[config.mk]
export PLATFORM = sky130hd
export DESIGN_NAME = risc8_uart
export DESIGN_NICKNAME = d
export VERILOG_FILES = /design/src/rtl/risc8_uart_pkg.sv /design/src/rtl/risc8_uart_bit_timer.sv /design/src/rtl/risc8_uart.sv
export SDC_FILE = /design/constraint.sdc
export NUM_CORES = 1
export LEC_CHECK = 0
export ABC_AREA = 1
export CAP_MARGIN = 20
export CORE_MARGIN = 5
export CORE_UTILIZATION = 55
export CTS_BUF_LIST = sky130_fd_sc_hd__clkbuf_8
export DETAILED_ROUTE_END_ITERATION = 7
export PLACE_DENSITY = 0.84
export SYNTH_ARGS = -nofsm -noshare
export SYNTH_HDL_FRONTEND = slang
export SYNTH_SLANG_ARGS = --single-unit
[constraint.sdc]
create_clock -name clk -period 3.6 [get_ports clk]
set_input_delay 0.72 -clock clk [delete_from_list [all_inputs] [get_ports clk]]
set_output_delay 0.72 -clock clk [all_outputs]
set_load 0.005 [all_outputs]
[src/rtl/risc8_uart_pkg.sv]
// risc8_uart_pkg: frame constants and the line-state encoding shared by the
// risc8 UART transmitter and receiver.
package risc8_uart_pkg;

  localparam int unsigned DATA_BITS   = 8;
  localparam int unsigned BIT_IDX_W   = $clog2(DATA_BITS);
  localparam logic        START_LEVEL = 1'b0;
  localparam logic        STOP_LEVEL  = 1'b1;
  localparam logic        IDLE_LEVEL  = 1'b1;

  typedef enum logic [1:0] {
    IDLE,
    START,
    DATA,
    STOP
  } uart_state_t;

endpackage

[src/rtl/risc8_uart_bit_timer.sv]
// risc8_uart_bit_timer: loadable down-counter that ticks for one cycle at
// terminal count and then reloads itself for the next bit period.
module risc8_uart_bit_timer #(
  parameter int unsigned W = 8
) (
  input  logic         i_clk,
  input  logic         i_rst_n,
  input  logic         i_load,
  input  logic [W-1:0] i_load_val,
  input  logic         i_run,
  input  logic [W-1:0] i_reload_val,
  output logic         o_tick
);

  logic [W-1:0] r_cnt;

  always_ff @(posedge i_clk or negedge i_rst_n) begin
    if (!i_rst_n) begin
      r_cnt <= '0;
    end else if (i_load) begin
      r_cnt <= i_load_val;
    end else if (i_run) begin
      r_cnt <= (r_cnt == '0) ? i_reload_val : r_cnt - W'(1);
    end
  end

  assign o_tick = i_run && (r_cnt == '0);

endmodule

[src/rtl/risc8_uart.sv]
// risc8_uart: 8N1 serial transmitter for the risc8 IO space, bit period
// baud_div+1 cycles. Define UART_RX_EN to also build the receiver.
module risc8_uart
  import risc8_uart_pkg::*;
#(
  parameter int unsigned DIV_WIDTH = 8
) (
  input  logic                 clk,
  input  logic                 reset,
  input  logic [DIV_WIDTH-1:0] baud_div,
  input  logic                 tx_strobe,
  input  logic [7:0]           tx_data,
  output logic                 tx_ready,
  output logic                 tx_out
`ifdef UART_RX_EN
  ,
  input  logic                 rx_in,
  output logic [7:0]           rx_data,
  output logic                 rx_strobe
`endif
);

  uart_state_t            r_tx_state;
  logic [DATA_BITS-1:0]   r_tx_shift;
  logic [BIT_IDX_W-1:0]   r_tx_bit;
  logic [DIV_WIDTH-1:0]   r_tx_div;
  logic                   w_tx_accept;
  logic                   w_tx_run;
  logic                   w_tx_tick;

  assign w_tx_accept = (r_tx_state == IDLE) && tx_strobe;
  assign w_tx_run    = (r_tx_state != IDLE);

  // Divisor is captured at accept so later baud_div writes only affect the next frame.
  risc8_uart_bit_timer #(.W(DIV_WIDTH)) u_tx_timer (
    .i_clk        (clk),
    .i_rst_n      (reset),
    .i_load       (w_tx_accept),
    .i_load_val   (baud_div),
    .i_run        (w_tx_run),
    .i_reload_val (r_tx_div),
    .o_tick       (w_tx_tick)
  );

  always_ff @(posedge clk or negedge reset) begin
    if (!reset) begin
      r_tx_state <= IDLE;
      r_tx_shift <= '0;
      r_tx_bit   <= '0;
      r_tx_div   <= '0;
      tx_out     <= IDLE_LEVEL;
      tx_ready   <= 1'b1;
    end else begin
      unique case (r_tx_state)
        IDLE: begin
          if (tx_strobe) begin
            r_tx_shift <= tx_data;
            r_tx_div   <= baud_div;
            r_tx_bit   <= '0;
            tx_out     <= START_LEVEL;
            tx_ready   <= 1'b0;
            r_tx_state <= START;
          end
        end
        START: begin
          if (w_tx_tick) begin
            tx_out     <= r_tx_shift[0];
            r_tx_state <= DATA;
          end
        end
        DATA: begin
          if (w_tx_tick) begin
            if (r_tx_bit == BIT_IDX_W'(DATA_BITS - 1)) begin
              tx_out     <= STOP_LEVEL;
              r_tx_state <= STOP;
            end else begin
              tx_out     <= r_tx_shift[1];
              r_tx_shift <= r_tx_shift >> 1;
              r_tx_bit   <= r_tx_bit + BIT_IDX_W'(1);
            end
          end
        end
        STOP: begin
          if (w_tx_tick) begin
            tx_out     <= IDLE_LEVEL;
            tx_ready   <= 1'b1;
            r_tx_state <= IDLE;
          end
        end
        default: r_tx_state <= IDLE;
      endcase
    end
  end

`ifdef UART_RX_EN
  localparam logic [DIV_WIDTH:0] ONE_EXT = 1;

  logic                   r_rx_meta;
  logic                   r_rx_sync;
  logic                   r_rx_prev;
  uart_state_t            r_rx_state;
  logic [DATA_BITS-1:0]   r_rx_shift;
  logic [BIT_IDX_W-1:0]   r_rx_bit;
  logic [DIV_WIDTH-1:0]   r_rx_div;
  logic [DIV_WIDTH:0]     w_rx_half;
  logic [DIV_WIDTH-1:0]   w_rx_first;
  logic                   w_rx_start;
  logic                   w_rx_run;
  logic                   w_rx_tick;

  always_ff @(posedge clk or negedge reset) begin
    if (!reset) begin
      r_rx_meta <= IDLE_LEVEL;
      r_rx_sync <= IDLE_LEVEL;
      r_rx_prev <= IDLE_LEVEL;
    end else begin
      r_rx_meta <= rx_in;
      r_rx_sync <= r_rx_meta;
      r_rx_prev <= r_rx_sync;
    end
  end

  always_comb begin
    w_rx_half  = ({1'b0, baud_div} + ONE_EXT) >> 1;
    w_rx_first = '0;
    if (w_rx_half != '0) begin
      w_rx_first = DIV_WIDTH'(w_rx_half - ONE_EXT);
    end
  end

  // A start needs a high-to-low transition, so after a framing error the
  // receiver stays idle until the line has gone high again.
  assign w_rx_start = (r_rx_state == IDLE) && r_rx_prev && !r_rx_sync;
  assign w_rx_run   = (r_rx_state != IDLE);

  risc8_uart_bit_timer #(.W(DIV_WIDTH)) u_rx_timer (
    .i_clk        (clk),
    .i_rst_n      (reset),
    .i_load       (w_rx_start),
    .i_load_val   (w_rx_first),
    .i_run        (w_rx_run),
    .i_reload_val (r_rx_div),
    .o_tick       (w_rx_tick)
  );

  always_ff @(posedge clk or negedge reset) begin
    if (!reset) begin
      r_rx_state <= IDLE;
      r_rx_shift <= '0;
      r_rx_bit   <= '0;
      r_rx_div   <= '0;
      rx_data    <= '0;
      rx_strobe  <= 1'b0;
    end else begin
      rx_strobe <= 1'b0;
      unique case (r_rx_state)
        IDLE: begin
          if (w_rx_start) begin
            r_rx_div <= baud_div;
            r_rx_bit <= '0;
            // Half period of zero: the start bit is confirmed by the edge itself.
            r_rx_state <= (w_rx_half == '0) ? DATA : START;
          end
        end
        START: begin
          if (w_rx_tick) begin
            r_rx_state <= (r_rx_sync == START_LEVEL) ? DATA : IDLE;
          end
        end
        DATA: begin
          if (w_rx_tick) begin
            r_rx_shift <= {r_rx_sync, r_rx_shift[DATA_BITS-1:1]};
            if (r_rx_bit == BIT_IDX_W'(DATA_BITS - 1)) begin
              r_rx_state <= STOP;
            end else begin
              r_rx_bit <= r_rx_bit + BIT_IDX_W'(1);
            end
          end
        end
        STOP: begin
          if (w_rx_tick) begin
            if (r_rx_sync == STOP_LEVEL) begin
              rx_data   <= r_rx_shift;
              rx_strobe <= 1'b1;
            end
            r_rx_state <= IDLE;
          end
        end
        default: r_rx_state <= IDLE;
      endcase
    end
  end
`endif

endmodule

==> impl_metrics.yaml <==
sta:
  tns_ns: 0
  worst_pin_slew_ns: 0.4861
  grt_setup_unrepaired: "false"
  slew-limit-headroom_pct: 67.59
  finalClockSkew_ns: 0.005951
  hold_slack_ns: 0.4865
  max_freq_mhz: 446.4
  setup_viol: 0
  fin_crit_sh_pct: 62.23
  fin_crit_ns: 2.240
  fin_ws_ns: 1.360
  slew_viol_final: 0
  hold_viol: 0
cts:
  root_buffer: "clkbuf_8"
  cts.clk_slew.worst_paths_ns: 0.06
  tritoncts: "built"
  cts_hold_buffers: 0
  clock-sinks: 31
  cts_setup_buffers: 0
  clockBufferDepth: 2
  ctsHtreeMaxLevel: 2
  numCtsBuffers: 5
  ctsResizeCount: 0
  clk_latency_ns: 0.28
floorplan:
  initial_utilization_pct: 56.04
  ioPinCount: 21
  dieHeight_um: 67.85
  rows: 21
  dieWidth_um: 67.85
  dieArea_mm2: 0.004604
  core_area_mm2: 0.003284
worst_setup_path:
  crit_chain: "inv_1, ha_1, inv_2, or2_1, o21ai_2, nand2_2, nand2_1, nand2_1"
  critPathLaunch: "r_tx_state[0]"
  timing.rr.start: "r_tx_state[0]"
  crit_top_cell: "nand2_1"
  worstPathArrival_ns: 2.40
  cp-endpoint: "r_tx_shift[2]"
  r2r_slack_ns: 1.36
  critPathRequiredTime_ns: 3.76
  max_stage_delay_ns: 0.44
  reg2reg_depth: 8
  end_kind: "flop"
  cp_slowest_cell: "ha_1"
  crit_type: "reg -> reg"
  start_kind: "flop"
  timing.rr.end: "r_tx_shift[2]"
  path_max_fanout: 14
global_route:
  grt_max_degree: 32
  antenna_found_initial: 0
  grt_use_total_pct: 18.72
  grt_pass1_vias: 1506
  grt_first_pass_wirelength_um: 6410
  gr-total-overflow: 0
yosys:
  synth.distinct_cells: 29
  ys_seq_area_share_pct: 42.28
  yosysWarnings: 0
  synth_area_mm2: 0.001841
  syn_nets: 274
  syn_inst: 246
  avgSynthCellArea_um2: 7.482
  synth-seq-cells: 31
outcome:
  status: "finished clean"
cells_and_area:
  multi_input_area_um2: 920.9
  insertedDiodeCount: 0
  nNetsFinal: 295
  stdcell_area_mm2: 0.002150
  fill_cells: 300
  regArea_um2: 778.2
  syn2layout_area_growth_pct: 16.79
  layout-drive-gt1-share_pct: 8.614
  final_common_cell: "nand2_1"
  most-common-layout-cells: "nand2_1, dfrtp_1, inv_1, nand3_1, clkdlybuf4s50_1"
place:
  place.gp.congestion: 0.8640
  io_buffers: 20
  place_hpwl_um: 2668
  dp_slack_ns: 1.214
  place_area_mm2: 0.002062
min_path:
  min_path_type: "reg -> reg"
route:
  ant_nets: 0
  firstDrtPassIters: 5
  drcViolationCount: 0
  wire_per_inst_um: 11.53
  drt_first_iter_violations: 77
  drt-total-wl_um: 3608
  via_count: 1567
  via_per_inst: 5.006
flow_run:
  maxCapViolCount: 0
power:
  p_total_mw: 1.754
  peakVddDrop_uv: 396.7
  p_leak_nw: 1.156
  powerDensity_mw_per_mm2: 816.0
## per-stage QoR
stage,utilization [%],instances
floorplan,-,246
global placement,62.78,306
detailed placement,62.78,306
CTS,65.45,313
global route,65.45,313
finish,65.45,313
## final cells by class
class,instances,area share [%]
flip-flops and latches,31,36.20
inverters,26,4.540
multi-input cells,182,42.84
clock buffers,6,3.842
repair buffers,21,9.662
clock inverters,1,0.2328
well taps,46,2.678
## cell usage after synthesis
cell type | n | area share [%]
nand4_1 | 1 | 0.34
nand2_2 | 2 | 0.68
o211ai_1 | 1 | 0.41
xor2_1 | 2 | 0.95
dfrtp_1 | 29 | 39
o21bai_1 | 2 | 0.82
o21ai_1 | 2 | 0.54
o21ai_0 | 14 | 3.8
nor2_4 | 1 | 0.61
nand2_1 | 93 | 19
ha_1 | 9 | 6.1
dfstp_2 | 2 | 2.9
clkinv_1 | 1 | 0.20
buf_2 | 2 | 0.54
inv_2 | 3 | 0.61
nand3b_1 | 3 | 1.2
buf_6 | 2 | 1.2
clkbuf_1 | 3 | 0.61
a21oi_1 | 3 | 0.82
nor2_2 | 1 | 0.34
or2_1 | 1 | 0.34
o22ai_1 | 2 | 0.68
nand3_1 | 22 | 6.0
nor2_1 | 17 | 3.5
nor2_8 | 1 | 1.1
inv_1 | 22 | 4.5
o21ai_2 | 1 | 0.48
nand3_2 | 1 | 0.54
nand2_4 | 3 | 1.8
## flip-flops by register name (all words and copies together), names as in the netlist
| name | cells |
|---|---|
| tx_ready | 1 |
| tx_out | 1 |
| r_tx_bit | 3 |
| r_tx_shift | 8 |
| r_tx_state | 2 |
| u_tx_timer.r_cnt | 8 |
| r_tx_div | 8 |
## power by group
part | total (mW) | internal [mW] | leakage, nW | switching (mW)
logic | 0.859 | 0.306 | 0.727 | 0.553
registers | 0.623 | 0.512 | 0.382 | 0.111
clock network | 0.271 | 0.150 | 0.0470 | 0.122
total | 1.75 | 0.968 | 1.16 | 0.786
## critical path: cells and delay by family (launching register included)
family	cells	cell delay [ns]
and+or+nand+nor	4	0.73
adders and majority gates	1	0.44
DFF	1	0.41
buffers and inverters	2	0.33
AOI/OAI and AO/OA	1	0.22
## cell families (layout without fill, tap and decap cells)
kind of cell | count (synthesis) | count (layout) | synth area share, %
buffers and inverters | 33 | 54 | 7.682
flip-flops | 31 | 31 | 42.28
AND/OR/NAND/NOR | 146 | 146 | 35.42
XOR/XNOR | 2 | 2 | 0.9519
adder cells (fa/ha/maj) | 9 | 9 | 6.118
AO/OA/AOI/OAI | 25 | 25 | 7.546
## worst min path at each step
stage                                to           from  slack, ns  depth (start not counted)
after floorplan             r_tx_bit[0]          reset       0.42                          0
after global placement    r_tx_shift[6]  r_tx_shift[6]       0.46                          2
after detailed placement  r_tx_shift[4]  r_tx_shift[4]       0.47                          2
after CTS                 r_tx_shift[3]  r_tx_shift[3]       0.49                          2
after global routing             tx_out         tx_out       0.51                          2
final                       r_tx_div[5]    r_tx_div[5]       0.49                          2
## per-layer routing
| metal | up-vias | part of all wire [%] | track usage, % |
|---|---|---|---|
| met5 | - | 0 | 0 |
| met4 | 0 | 1.7 | 7.444 |
| met3 | 7 | 3.1 | 4.926 |
| met2 | 20 | 51 | 32.81 |
| met1 | 730 | 44 | 21.70 |
| li1 | 810 | - | - |
Note: power is estimated with default switching activity, not from simulation.
